==> src/rtl/debug_unit.sv <==
// debug_unit: UART-driven program loader, run/step controller and PC/register/memory dumper for the MIPS core.
// Optional macro DEBUG_CYCLE_CNT_EN adds a saturating enabled-cycle counter sent right after PC in each dump.

module debug_unit #(
    parameter int unsigned         INST_SZ    = 32,
    parameter int unsigned         PC_SZ      = 32,
    parameter int unsigned         REG_SZ     = 5,
    parameter int unsigned         BYTE_SZ    = 8,
    parameter int unsigned         MAX_INSTR  = 256,
    parameter logic [INST_SZ-1:0]  HALT_INSTR = 32'hFFFF_FFFF
) (
    input  logic               i_clk,
    input  logic               i_reset,
    input  logic [BYTE_SZ-1:0] i_rx_data,
    input  logic               i_rx_done,
    input  logic               i_tx_done,
    output logic [BYTE_SZ-1:0] o_tx_data,
    output logic               o_tx_start,
    output logic               o_write,
    output logic               o_enable,
    output logic [INST_SZ-1:0] o_instruction,
    output logic [REG_SZ-1:0]  o_debug_addr,
    input  logic [PC_SZ-1:0]   i_pc,
    input  logic [INST_SZ-1:0] i_reg,
    input  logic [INST_SZ-1:0] i_mem,
    input  logic               i_halt
);

    localparam int unsigned BYTES = INST_SZ / BYTE_SZ;
    localparam int unsigned BC_W  = $clog2(BYTES);
    localparam int unsigned WC_W  = $clog2(MAX_INSTR + 1);
    localparam logic [BC_W-1:0]    LAST_BYTE = BC_W'(BYTES - 1);
    localparam logic [WC_W-1:0]    LAST_WORD = WC_W'(MAX_INSTR - 1);
    localparam logic [BYTE_SZ-1:0] CMD_LOAD  = BYTE_SZ'(8'h4C);
    localparam logic [BYTE_SZ-1:0] CMD_RUN   = BYTE_SZ'(8'h43);
    localparam logic [BYTE_SZ-1:0] CMD_STEP  = BYTE_SZ'(8'h53);

    typedef enum logic [2:0] {
        IDLE, LOAD, RUN, STEP, DUMP_ADDR, DUMP_CAPTURE, TX_SEND, TX_WAIT
    } state_t;

    typedef enum logic [1:0] { PH_PC, PH_CNT, PH_REG, PH_MEM } phase_t;

    state_t             state, state_next;
    phase_t             phase, phase_next;
    logic [BC_W-1:0]    byte_cnt, byte_cnt_next;
    logic [WC_W-1:0]    word_cnt, word_cnt_next;
    logic [INST_SZ-1:0] shift, shift_next, load_word;
    logic [REG_SZ-1:0]  addr_next;
    logic [BYTE_SZ-1:0] tx_data_next;
    logic [INST_SZ-1:0] instruction_next;
    logic               halted, halted_next;
    logic               tx_start_next, write_next, enable_next, dump_go;

`ifdef DEBUG_CYCLE_CNT_EN
    logic [31:0] cycle_cnt;

    always_ff @(posedge i_clk) begin
        if (i_reset || (state_next == LOAD && state != LOAD))
            cycle_cnt <= '0;
        else if (o_enable && cycle_cnt != '1)
            cycle_cnt <= cycle_cnt + 1'b1;
    end
`endif

    assign load_word = {shift[INST_SZ-BYTE_SZ-1:0], i_rx_data};

    always_comb begin
        state_next       = state;
        phase_next       = phase;
        byte_cnt_next    = byte_cnt;
        word_cnt_next    = word_cnt;
        shift_next       = shift;
        halted_next      = halted;
        addr_next        = o_debug_addr;
        tx_data_next     = o_tx_data;
        instruction_next = o_instruction;
        tx_start_next    = 1'b0;
        write_next       = 1'b0;
        enable_next      = 1'b0;
        dump_go          = 1'b0;

        case (state)
            IDLE: begin
                if (i_rx_done) begin
                    case (i_rx_data)
                        CMD_LOAD: begin
                            state_next    = LOAD;
                            halted_next   = 1'b0;
                            byte_cnt_next = '0;
                            word_cnt_next = '0;
                        end
                        CMD_RUN, CMD_STEP: begin
                            if (halted) begin
                                dump_go = 1'b1;
                            end else begin
                                enable_next = 1'b1;
                                state_next  = (i_rx_data == CMD_RUN) ? RUN : STEP;
                            end
                        end
                        default: ;
                    endcase
                end
            end
            LOAD: begin
                if (i_rx_done) begin
                    shift_next    = load_word;
                    byte_cnt_next = byte_cnt + 1'b1;
                    if (byte_cnt == LAST_BYTE) begin
                        byte_cnt_next    = '0;
                        write_next       = 1'b1;
                        instruction_next = load_word;
                        word_cnt_next    = word_cnt + 1'b1;
                        if (load_word == HALT_INSTR || word_cnt == LAST_WORD)
                            state_next = IDLE;
                    end
                end
            end
            RUN: begin
                if (i_halt) begin
                    halted_next = 1'b1;
                    dump_go     = 1'b1;
                end else begin
                    enable_next = 1'b1;
                end
            end
            STEP: begin
                if (i_halt)
                    halted_next = 1'b1;
                dump_go = 1'b1;
            end
            DUMP_ADDR: state_next = DUMP_CAPTURE;
            DUMP_CAPTURE: begin
                shift_next = (phase == PH_MEM) ? i_mem : i_reg;
                state_next = TX_SEND;
            end
            TX_SEND: begin
                tx_start_next = 1'b1;
                tx_data_next  = shift[INST_SZ-1 -: BYTE_SZ];
                state_next    = TX_WAIT;
            end
            TX_WAIT: begin
                if (i_tx_done) begin
                    shift_next    = shift << BYTE_SZ;
                    byte_cnt_next = byte_cnt + 1'b1;
                    state_next    = TX_SEND;
                    if (byte_cnt == LAST_BYTE) begin
                        byte_cnt_next = '0;
                        // Word finished: pick the next source; address wraps 31->0 into memory phase
                        case (phase)
                            PH_PC: begin
`ifdef DEBUG_CYCLE_CNT_EN
                                phase_next = PH_CNT;
                                shift_next = INST_SZ'(cycle_cnt);
                                state_next = TX_SEND;
`else
                                phase_next = PH_REG;
                                addr_next  = '0;
                                state_next = DUMP_ADDR;
`endif
                            end
                            PH_CNT: begin
                                phase_next = PH_REG;
                                addr_next  = '0;
                                state_next = DUMP_ADDR;
                            end
                            PH_REG: begin
                                addr_next  = o_debug_addr + 1'b1;
                                phase_next = (o_debug_addr == '1) ? PH_MEM : PH_REG;
                                state_next = DUMP_ADDR;
                            end
                            default: begin
                                addr_next  = o_debug_addr + 1'b1;
                                state_next = (o_debug_addr == '1) ? IDLE : DUMP_ADDR;
                            end
                        endcase
                    end
                end
            end
            default: state_next = IDLE;
        endcase

        if (dump_go) begin
            shift_next    = INST_SZ'(i_pc);
            phase_next    = PH_PC;
            byte_cnt_next = '0;
            state_next    = TX_SEND;
        end
    end

    always_ff @(posedge i_clk) begin
        if (i_reset) begin
            state         <= IDLE;
            phase         <= PH_PC;
            byte_cnt      <= '0;
            word_cnt      <= '0;
            shift         <= '0;
            halted        <= 1'b0;
            o_debug_addr  <= '0;
            o_tx_data     <= '0;
            o_tx_start    <= 1'b0;
            o_write       <= 1'b0;
            o_enable      <= 1'b0;
            o_instruction <= '0;
        end else begin
            state         <= state_next;
            phase         <= phase_next;
            byte_cnt      <= byte_cnt_next;
            word_cnt      <= word_cnt_next;
            shift         <= shift_next;
            halted        <= halted_next;
            o_debug_addr  <= addr_next;
            o_tx_data     <= tx_data_next;
            o_tx_start    <= tx_start_next;
            o_write       <= write_next;
            o_enable      <= enable_next;
            o_instruction <= instruction_next;
        end
    end

endmodule

==> config.mk <==
export PLATFORM = sky130hd
export DESIGN_NAME = debug_unit
export DESIGN_NICKNAME = d
export VERILOG_FILES = /design/src/rtl/debug_unit.sv
export SDC_FILE = /design/constraint.sdc
export NUM_CORES = 1
export LEC_CHECK = 0
export BUFFER_PORTS_ARGS = -buffer_cell sky130_fd_sc_hd__buf_2
export CAP_MARGIN = 10
export CORE_MARGIN = 2
export CORE_UTILIZATION = 40
export CTS_BUF_LIST = sky130_fd_sc_hd__clkbuf_4 sky130_fd_sc_hd__clkbuf_8 sky130_fd_sc_hd__clkbuf_16
export DETAILED_ROUTE_END_ITERATION = 16
export PLACE_DENSITY_LB_ADDON = 0.15
export SLEW_MARGIN = 20
export SYNTH_ARGS = -nofsm -noshare
export SYNTH_HDL_FRONTEND = slang
export SYNTH_SLANG_ARGS = --single-unit
==> constraint.sdc <==
create_clock -name i_clk -period 2.7 [get_ports i_clk]
set_clock_uncertainty 0.05 [all_clocks]
set_input_delay 0.135 -clock i_clk [delete_from_list [all_inputs] [get_ports i_clk]]
set_output_delay 0.135 -clock i_clk [all_outputs]
set_load 0.005 [all_outputs]
==> impl_metrics.py <==
metrics = {
    "status": {
        "status": "finished clean",
    },
    "floorplan": {
        "rows": 40,
        "ios": 157,
        "die_w_um": 115,
        "initial_core_util": 0.411,
        "die_h_um": 115,
        "dieArea_um2": 13200,
        "core_area_um2": 12000,
    },
    "yosys": {
        "ys_types": 50,
        "yosysWarnings": 0,
        "synthCells": 641,
        "yosysSeqAreaShare": 0.394,
        "synth_fp_nets": 755,
        "synthFlopType": "dfxtp_1",
        "netlist_area_um2": 4930,
        "synth_edf_count": 0,
        "async_flop_share": 0,
        "avgSynthCellArea_um2": 7.69,
        "ys_ff_latch": 97,
    },
    "placement": {
        "dp_hpwl_um": 11200,
        "post-place-ws_ps": 578,
        "gp_congestion": 0.913,
        "portBuffers": 156,
    },
    "timing": {
        "hold_viol_final": 0,
        "maxSlewHeadroom": 0.579,
        "period_minus_slack_ps": 2230,
        "tns_ps": 0,
        "whs_ps": 6.29,
        "layout_setup_ws_ps": 474,
        "slew_violations": 0,
        "grt_setup_unrepaired": "false",
        "worst_pin_slew_ps": 624,
        "fin_crit_sh": 0.824,
        "fmax_mhz": 449,
        "setup_viol": 0,
    },
    "critical_path": {
        "cpMaxStageDelayCell": "dfxtp_1",
        "critical_path_class": "flop to flop",
        "cp_data_required_time_ps": 2900,
        "cp-start-kind": "flop",
        "r2r_setup_slack_ps": 470,
        "critPathTopFamily": "flip-flops",
        "path_cells": "nor2b_1, o21ai_0, and2_1, buf_4, nand2_1, a311oi_1",
        "path_max_fanout": 24,
        "crit_buf_inv": 1,
        "worstSetupEndpointType": "flop",
        "cp_slowest_stage_delay_ps": 600,
        "cp.arrival_ps": 2420,
    },
    "detailed_routing": {
        "vias": 5040,
        "drc": 0,
        "avgViaCountPerCell": 5.41,
        "routed_wl_um": 15300,
        "dr.pass1.iters": 5,
        "ant_nets": 0,
        "drt_iter0_drc": 332,
        "routedWlPerCell_um": 16.4,
    },
    "hold_path": {
        "hp-class": "primary input to flop",
    },
    "clock_tree": {
        "cts_sinks": 97,
        "cts.clk_slew.worst_paths_ps": 70,
        "clk_latency_ps": 350,
        "cts_max_level": 3,
        "cts_setup_buffers": 0,
        "ctsRootBufferMaster": "clkbuf_16",
        "tritoncts": "done",
        "cts_buffers": 9,
        "cts_buffer_depth": 2,
    },
    "grt": {
        "grt_pass1_wl_um": 24200,
        "grt_max_degree": 57,
        "grt-ovfl-total": 0,
        "antenna_found_initial": 0,
        "grt_pass1_vias": 4741,
        "grt_use_total": 0.233,
    },
    "layout": {
        "mostFrequentLayoutCell": "nand2_1",
        "drive_above_1_share": 0.254,
        "fin_nets": 894,
        "final_core_util": 0.520,
        "diodes": 0,
        "final_cell_mix": "170 x nand2_1, 156 x buf_2, 97 x dfxtp_1, 51 x nor2_1, 51 x a21oi_1",
        "syn_to_final_growth_pct": 26.6,
    },
    "flow_run": {
        "drv_cap": 0,
    },
    "power": {
        "p_leak_uw": 0.00274,
        "power_per_cell_area_nw_per_um2": 627,
        "peakVddDrop_uv": 342,
        "p_total_uw": 3920,
    },
}
-- path summary, 6_finish.rpt --
kind	from	to	depth (start not counted)
max reg2reg	state[2]	shift[25]	6
min reg2reg	o_instruction[17]	o_instruction[17]	2
max	state[2]	shift[25]	6
min	i_pc[20]	shift[20]	3
-- power by group --
part | switching [µW] | internal, µW
Clock | 577 | 843
Sequential | 150 | 1550
Combinational | 459 | 335
-- final cells by class --
cell class,count,area (µm²)
well taps,147,184
inverters,7,26.3
flip-flops and latches,97,1940
repair buffers,178,1010
clock inverters,5,88.8
multi-input cells,487,2750
fillers,1187,5770
clock buffers,11,240
-- worst register-to-register path: stages (launching register included) --
cell,delay [ps]
dfxtp_1,600
nor2b_1,170
o21ai_0,280
and2_1,280
buf_4,310
nand2_1,130
a311oi_1,310
-- layer usage --
metal / GRT usage / wire [µm]
met1: 0.323 / 7080
met3: 0.0327 / 751
met5: 0 / 0
met2: 0.376 / 7250
met4: 0.0763 / 212
-- per-stage QoR --
step	area, µm²	cells
6_report	6240	932
5_1_grt	6240	932
4_1_cts	6240	932
3_5_place_dp	5840	909
3_3_place_gp	5840	909
2_1_floorplan	4930	641
-- flip-flops by register name, summed over array words and instances (netlist names), 2 cells and up --
name	flops
phase	2
word_cnt	9
byte_cnt	2
shift	32
o_tx_data	8
state	3
o_debug_addr	5
o_instruction	32
-- synthesized netlist by cell type, types with 7 or more instances --
master,instances,share of area
a21o_1,8,0.012
a21oi_1,51,0.052
a311oi_1,24,0.043
buf_2,14,0.014
clkbuf_1,31,0.024
dfxtp_1,97,0.39
inv_1,7,0.0053
mux2i_1,42,0.085
nand2_1,171,0.13
nand3_1,9,0.0091
nand4_1,12,0.015
nor2_1,52,0.040
nor3_1,7,0.0071
o211ai_1,10,0.015
o21ai_0,39,0.040
-- what timing repair did --
| item | CTS | global route |
|---|---|---|
| hold buffers | 7 | 0 |
| gates resized for setup | 0 | 0 |
| hold endpoints to repair | 7 | 0 |
| setup endpoints to repair | 0 | 0 |
-- cell families (layout without fill, tap and decap cells) --
group	after synthesis	count (layout)	share of synthesized area
xor+xnor	5	5	0.00888
buf+inv	57	201	0.0500
fa+ha+maj	5	5	0.0127
simple gates	287	287	0.256
mux	43	43	0.0875
flops	97	97	0.394
compound gates	147	147	0.191
(Power assumes the default switching activity.)
